## src/rtl/traffic_source_if.sv

```systemverilog
// Flit output channel of the traffic source: valid/ready handshake carrying
// a destination address and a payload word.
interface traffic_source_if #(
    parameter int ADDR_W = 4,
    parameter int DATA_W = 32
);
    logic              out_valid;
    logic              out_ready;
    logic [ADDR_W-1:0] out_dest;
    logic [DATA_W-1:0] out_data;

    modport master (
        output out_valid,
        output out_dest,
        output out_data,
        input  out_ready
    );

    modport slave (
        input  out_valid,
        input  out_dest,
        input  out_data,
        output out_ready
    );
endinterface

```

## src/rtl/traffic_source.sv

```systemverilog
// Random flit injector: an LFSR decides when to fire and picks a destination;
// one flit is held in an output register until the downstream accepts it.
module traffic_source #(
    parameter int          DATA_W = 32,
    parameter int          ADDR_W = 4,
    parameter int          NODES  = 9,
    parameter int          RATE_W = 8,
    parameter int          CNT_W  = 16,
    parameter logic [31:0] SEED   = 32'hACE1_2468
) (
    input  logic              clk,
    input  logic              reset,
    input  logic              send,
    input  logic [RATE_W-1:0] rate,
    input  logic [ADDR_W-1:0] self_id,
    traffic_source_if.master  tx,
    output logic              busy,
    output logic [CNT_W-1:0]  gen_count,
    output logic [CNT_W-1:0]  drop_count
);

    localparam int          SEQ_W     = DATA_W - ADDR_W - 1;
    localparam logic [31:0] LFSR_MASK = 32'h8020_0003;
    localparam logic [31:0] LFSR_INIT = (SEED == 32'd0) ? 32'd1 : SEED;

    typedef enum logic [1:0] {
        IDLE,
        ACTIVE,
        DRAIN
    } state_t;

    state_t            state_q, state_d;
    logic [31:0]       lfsr_q, lfsr_d;
    logic              out_valid_q, out_valid_d;
    logic [ADDR_W-1:0] out_dest_q, out_dest_d;
    logic [DATA_W-1:0] out_data_q, out_data_d;
    logic [SEQ_W-1:0]  seq_q, seq_d;
    logic [CNT_W-1:0]  gen_count_q, gen_count_d;
    logic [CNT_W-1:0]  drop_count_q, drop_count_d;

    logic        fire;
    logic        slot_free;
    logic        accept;
    logic [15:0] dest_mod;
    logic [15:0] dest_adj;

    always_comb begin
        lfsr_d       = lfsr_q[0] ? ((lfsr_q >> 1) ^ LFSR_MASK) : (lfsr_q >> 1);
        fire         = send && (lfsr_q[RATE_W-1:0] < rate);
        slot_free    = !out_valid_q || tx.out_ready;
        accept       = out_valid_q && tx.out_ready;

        // A destination equal to our own address is bumped to the next node.
        dest_mod     = lfsr_q[31:16] % 16'(NODES);
        dest_adj     = dest_mod;
        if (dest_mod == 16'(self_id)) begin
            dest_adj = (dest_mod == 16'(NODES - 1)) ? 16'd0 : dest_mod + 16'd1;
        end

        out_valid_d  = out_valid_q;
        out_dest_d   = out_dest_q;
        out_data_d   = out_data_q;
        seq_d        = seq_q;
        gen_count_d  = gen_count_q;
        drop_count_d = drop_count_q;

        if (fire && slot_free) begin
            out_valid_d = 1'b1;
            out_dest_d  = ADDR_W'(dest_adj);
            out_data_d  = {self_id, 1'b0, seq_q};
            seq_d       = seq_q + 1'b1;
            if (gen_count_q != '1) begin
                gen_count_d = gen_count_q + 1'b1;
            end
        end else if (fire) begin
            if (drop_count_q != '1) begin
                drop_count_d = drop_count_q + 1'b1;
            end
        end else if (accept) begin
            out_valid_d = 1'b0;
        end

        state_d = state_q;
        case (state_q)
            IDLE: begin
                if (send) state_d = ACTIVE;
            end
            ACTIVE: begin
                if (!send) state_d = out_valid_d ? DRAIN : IDLE;
            end
            DRAIN: begin
                if (send)        state_d = ACTIVE;
                else if (accept) state_d = IDLE;
            end
            default: state_d = IDLE;
        endcase
    end

    always_ff @(posedge clk or posedge reset) begin
        if (reset) begin
            state_q      <= IDLE;
            lfsr_q       <= LFSR_INIT;
            out_valid_q  <= 1'b0;
            out_dest_q   <= '0;
            out_data_q   <= '0;
            seq_q        <= '0;
            gen_count_q  <= '0;
            drop_count_q <= '0;
        end else begin
            state_q      <= state_d;
            lfsr_q       <= lfsr_d;
            out_valid_q  <= out_valid_d;
            out_dest_q   <= out_dest_d;
            out_data_q   <= out_data_d;
            seq_q        <= seq_d;
            gen_count_q  <= gen_count_d;
            drop_count_q <= drop_count_d;
        end
    end

    assign tx.out_valid = out_valid_q;
    assign tx.out_dest  = out_dest_q;
    assign tx.out_data  = out_data_q;
    assign busy         = (state_q != IDLE);
    assign gen_count    = gen_count_q;
    assign drop_count   = drop_count_q;

endmodule

```

## src/flat_wrapper.sv

```systemverilog
// flat-port wrapper written by rule: the top's interface ports become plain ports
module traffic_source_flat 
#(
    parameter int          DATA_W = 32,
    parameter int          ADDR_W = 4,
    parameter int          NODES  = 9,
    parameter int          RATE_W = 8,
    parameter int          CNT_W  = 16,
    parameter logic [31:0] SEED   = 32'hACE1_2468
)
  (clk, reset, send, rate, self_id, busy, gen_count, drop_count, tx_out_valid, tx_out_dest, tx_out_data, tx_out_ready);
  traffic_source_if #(.ADDR_W(ADDR_W), .DATA_W(DATA_W)) tx_i ();
  input  logic clk;
  input  logic reset;
  input  logic send;
  input  logic [RATE_W-1:0] rate;
  input  logic [ADDR_W-1:0] self_id;
  output logic busy;
  output logic [CNT_W-1:0] gen_count;
  output logic [CNT_W-1:0] drop_count;
  output wire logic [$bits(tx_i.out_valid)-1:0] tx_out_valid;
  output wire logic [$bits(tx_i.out_dest)-1:0] tx_out_dest;
  output wire logic [$bits(tx_i.out_data)-1:0] tx_out_data;
  input wire logic [$bits(tx_i.out_ready)-1:0] tx_out_ready;
  assign tx_out_valid = tx_i.out_valid;
  assign tx_out_dest = tx_i.out_dest;
  assign tx_out_data = tx_i.out_data;
  assign tx_i.out_ready = tx_out_ready;
  traffic_source #(.DATA_W(DATA_W), .ADDR_W(ADDR_W), .NODES(NODES), .RATE_W(RATE_W), .CNT_W(CNT_W), .SEED(SEED)) u_core (.clk(clk), .reset(reset), .send(send), .rate(rate), .self_id(self_id), .tx(tx_i), .busy(busy), .gen_count(gen_count), .drop_count(drop_count));
endmodule
```

## config.mk

```make
export PLATFORM = sky130hd
export DESIGN_NAME = traffic_source_flat
export DESIGN_NICKNAME = d
export VERILOG_FILES = /design/src/rtl/traffic_source_if.sv /design/src/rtl/traffic_source.sv /design/src/flat_wrapper.sv
export SDC_FILE = /design/constraint.sdc
export NUM_CORES = 1
export LEC_CHECK = 0
export ABC_AREA = 1
export BUFFER_PORTS_ARGS = -buffer_cell sky130_fd_sc_hd__buf_2
export CORE_ASPECT_RATIO = 0.5
export CORE_MARGIN = 5
export CORE_UTILIZATION = 35
export CTS_CLUSTER_SIZE = 14
export DETAILED_ROUTE_END_ITERATION = 12
export GPL_TIMING_DRIVEN = 0
export PLACE_DENSITY_LB_ADDON = 0.1
export SYNTH_ARGS = -nofsm -noshare
export SYNTH_HDL_FRONTEND = slang
export SYNTH_SLANG_ARGS = --single-unit
```

## constraint.sdc

```tcl
create_clock -name clk -period 15 [get_ports clk]
set_input_delay 0.75 -clock clk [delete_from_list [all_inputs] [get_ports clk]]
set_output_delay 0.75 -clock clk [all_outputs]
set_load 0.05 [all_outputs]
```

==> impl_metrics.toml <==
[cells_and_area]
fill_cells = 2006
drive_gt1_share_pct = 20.8
final_cells = 1266
final_area_um2 = 8510
n_antenna_cell = 0
seq_area_um2 = 3240
final_nets = 1018
multiInputGateArea_um2 = 3360
syn_to_final_growth_pct = 19.6

[detailed_routing]
dr.first_iter.drc_count = 249
num_vias = 5781
ant_nets = 0
wl_um = 15500
drtPass1Iterations = 4
drc = 0
routedWlPerCell_um = 12.2
vias_per_cell = 4.57

[yosys]
synth_top_area_share_pct = 40.8
yosys-mux-area-fraction_pct = 0
yosysWarnings = 0
synthTopCellsByCount = "nand2_1, dfrtp_1, inv_1"
synth-compound-area-share_pct = 4.29
synth_top_area_cell = "dfrtp_1"
synth_nets = 914
ys_seq_area_share_pct = 45.6
synthFlopType = "dfrtp_1"
synthSimpleGateAreaFrac_pct = 32.2
synthCells = 884
synth_adder_area_share_pct = 2.46
syn_area_per_cell_um2 = 8.05
async_flop_share_pct = 100
yosysMostFrequentCell = "nand2_1"
synth_xor_area_share_pct = 8.12
ys_top_cells_by_area = "dfrtp_1, nand2_1, inv_1"
netlist_area_um2 = 7120
synth_cell_types = 38
synth_seq_cells = 129
synth_top_family_by_area = "simple AND/OR/NAND/NOR gates"
synth-edff-count = 0

[worst_setup_path]
r2r_end = "u_core.tx.out_dest[3]"
r2r_setup_slack_ns = 7.48
start_kind = "register"
slowest_stage = "dfstp_2"
crit_arrival_ns = 7.81
critPathRequiredTime_ns = 15.29
r2r_start = "u_core.lfsr_q[29]"
crit_path_frequent_cell = "nand2_1"
path_class = "reg -> reg"
crit_path_max_fanout = 9
max_stage_delay_ns = 0.54
reg2reg_depth = 67
end_kind = "register"

[floorplanning]
die-area_um2 = 23500
placementRows = 36
fp.coreArea_um2 = 19700
fp.dieH_um = 111
io_pins = 86
start_util_pct = 36.1
die_w_um = 212

[timing]
hold_slack_ns = 0.350
maxSlewHeadroom_pct = 58.7
skew_ns = 0.0111
fin_crit_sh_pct = 50.1
tns_ns = 0
setup_slack_ns = 7.48
rsz0062_at_grt = "no"
tightestPinTransition_ns = 0.617
drv_slew = 0
setup_violations = 0
period_needed_ns = 7.52
hold_viol = 0
max_freq_mhz = 133

[run]
drv_cap = 0

[power_and_ir_drop]
peakVddDrop_uv = 80.8
p_per_area_nw_per_um2 = 126
leakagePower_uw = 0.00472

[clocking]
htreeDepth = 4
cts_buffers = 17
path_clk_slew_ns = 0.06
clk_latency_ns = 0.41
cts_setup_buffers = 0
ctsResizeCount = 0
clock-sinks = 129
clockBufferDepth = 2
cts_tree = "yes"
clockRootBuffer = "clkbuf_16"
hold_buffers = 0

[min_path]
worstHoldPathType = "reg -> reg"
hold_depth = 0
whs_endpoint = "u_core.lfsr_q[13]"
hp-start = "u_core.lfsr_q[14]"

[place]
detailed_place_hpwl_um = 11600
pre_cts_ws_ns = 7.49
placed_area_um2 = 7900
gp_congestion = 0.815
io_buffers = 84
place_inst = 1235

[grt]
grt_use_total_pct = 13.6
grt_pass1_wl_um = 26800
grt-ovfl-total = 0
antenna_found_initial = 0
grt_max_degree = 68
grt_pass1_vias = 5646

[outcome]
outcome = "finished clean"
through the flow:
step                util, %  power, uW
detailed placement     40.1        662
CTS                    43.2       1090
global route           43.2       1130
floorplan                 -        597
global placement       39.9        657
finish                 43.2       1070
metal layers:
layer,up-vias,wire length (um),part of all wire [%],GRT usage (%)
li1,3001,-,-,-
met4,0,96,0.62,2.87
met5,-,0,0,0
met3,6,436,2.8,3.19
met2,61,7110,46,22.3
met1,2713,7860,51,18.4
area by class of cell:
class                   instances  area share [%]
multi-input cells             619            39.4
flip-flops and latches        129            38.1
inverters                     127            5.66
clock buffers                  19            5.32
repair buffers                 85            5.26
well taps                     266            3.91
clock inverters                12            1.85
plain buffers                   9           0.470
power by group:
group / leakage, uW / switching, uW / internal (uW) / total, uW
registers: 0.00162 / 40.5 / 390 / 430
clock network: 0.000291 / 153 / 270 / 423
logic: 0.00281 / 169 / 53.0 / 222
cells by family (layout without fill, tap and decap cells):
logic type / count (synthesis) / after routing
compound gates: 55 / 55
xor+xnor: 66 / 66
fa+ha+maj: 14 / 14
buf+inv: 136 / 252
flops: 129 / 129
other cells: 1 / 1
simple gates: 483 / 483
registers in the layout, indices dropped and copies added, names as in the netlist:
| signal | count |
|---|---|
| u_core.tx.out_dest | 4 |
| u_core.lfsr_q | 32 |
| u_core.tx.out_valid | 1 |
| u_core.seq_q | 27 |
| u_core.drop_count | 16 |
| u_core.state_q | 2 |
| u_core.tx.out_data | 31 |
| u_core.gen_count | 16 |
placed cells by master (no fill, tap or decap), types with 2 or more instances in the layout:
master / synthesis / layout
nand2_1: 256 / 256
dfrtp_1: 116 / 116
inv_1: 114 / 113
buf_2: 2 / 86
nand3_1: 75 / 75
xor2_1: 44 / 44
nor2_1: 42 / 42
nand2_2: 33 / 33
nand4_1: 29 / 29
o21ai_0: 23 / 23
xnor2_1: 22 / 22
clkbuf_16: 0 / 17
o21ai_1: 14 / 14
nor3_1: 14 / 14
ha_1: 14 / 14
dfstp_2: 13 / 13
inv_2: 11 / 11
a21oi_1: 10 / 10
nand3_2: 10 / 10
clkbuf_1: 6 / 6
nand2_4: 6 / 6
nor2_4: 4 / 4
nor4_1: 4 / 4
nor2_2: 3 / 3
nand3_4: 3 / 3
clkinvlp_4: 0 / 3
bufinv_16: 0 / 3
clkinv_4: 0 / 3
clkinv_1: 2 / 2
o21ai_2: 2 / 2
inv_6: 0 / 2
clkinv_2: 0 / 2
clkbuf_8: 0 / 2
critical path: cells and delay by family (launching register included):
family,cells,cell delay [ns]
AOI/OAI and AO/OA,1,0.22
buffers and inverters,7,0.53
DFF,1,0.54
adders and majority gates,2,0.41
and+or+nand+nor,57,5.69
worst max-delay path by stage:
stage                            startpoint                     to  cells after the start
after floorplan           u_core.lfsr_q[29]  u_core.tx.out_dest[1]                     69
after global placement    u_core.lfsr_q[29]  u_core.tx.out_dest[3]                     67
after detailed placement  u_core.lfsr_q[29]  u_core.tx.out_dest[2]                     67
after CTS                 u_core.lfsr_q[29]  u_core.tx.out_dest[3]                     67
after global routing      u_core.lfsr_q[29]  u_core.tx.out_dest[2]                     71
final                     u_core.lfsr_q[29]  u_core.tx.out_dest[3]                     67
Note: power is estimated with default switching activity, not from simulation.
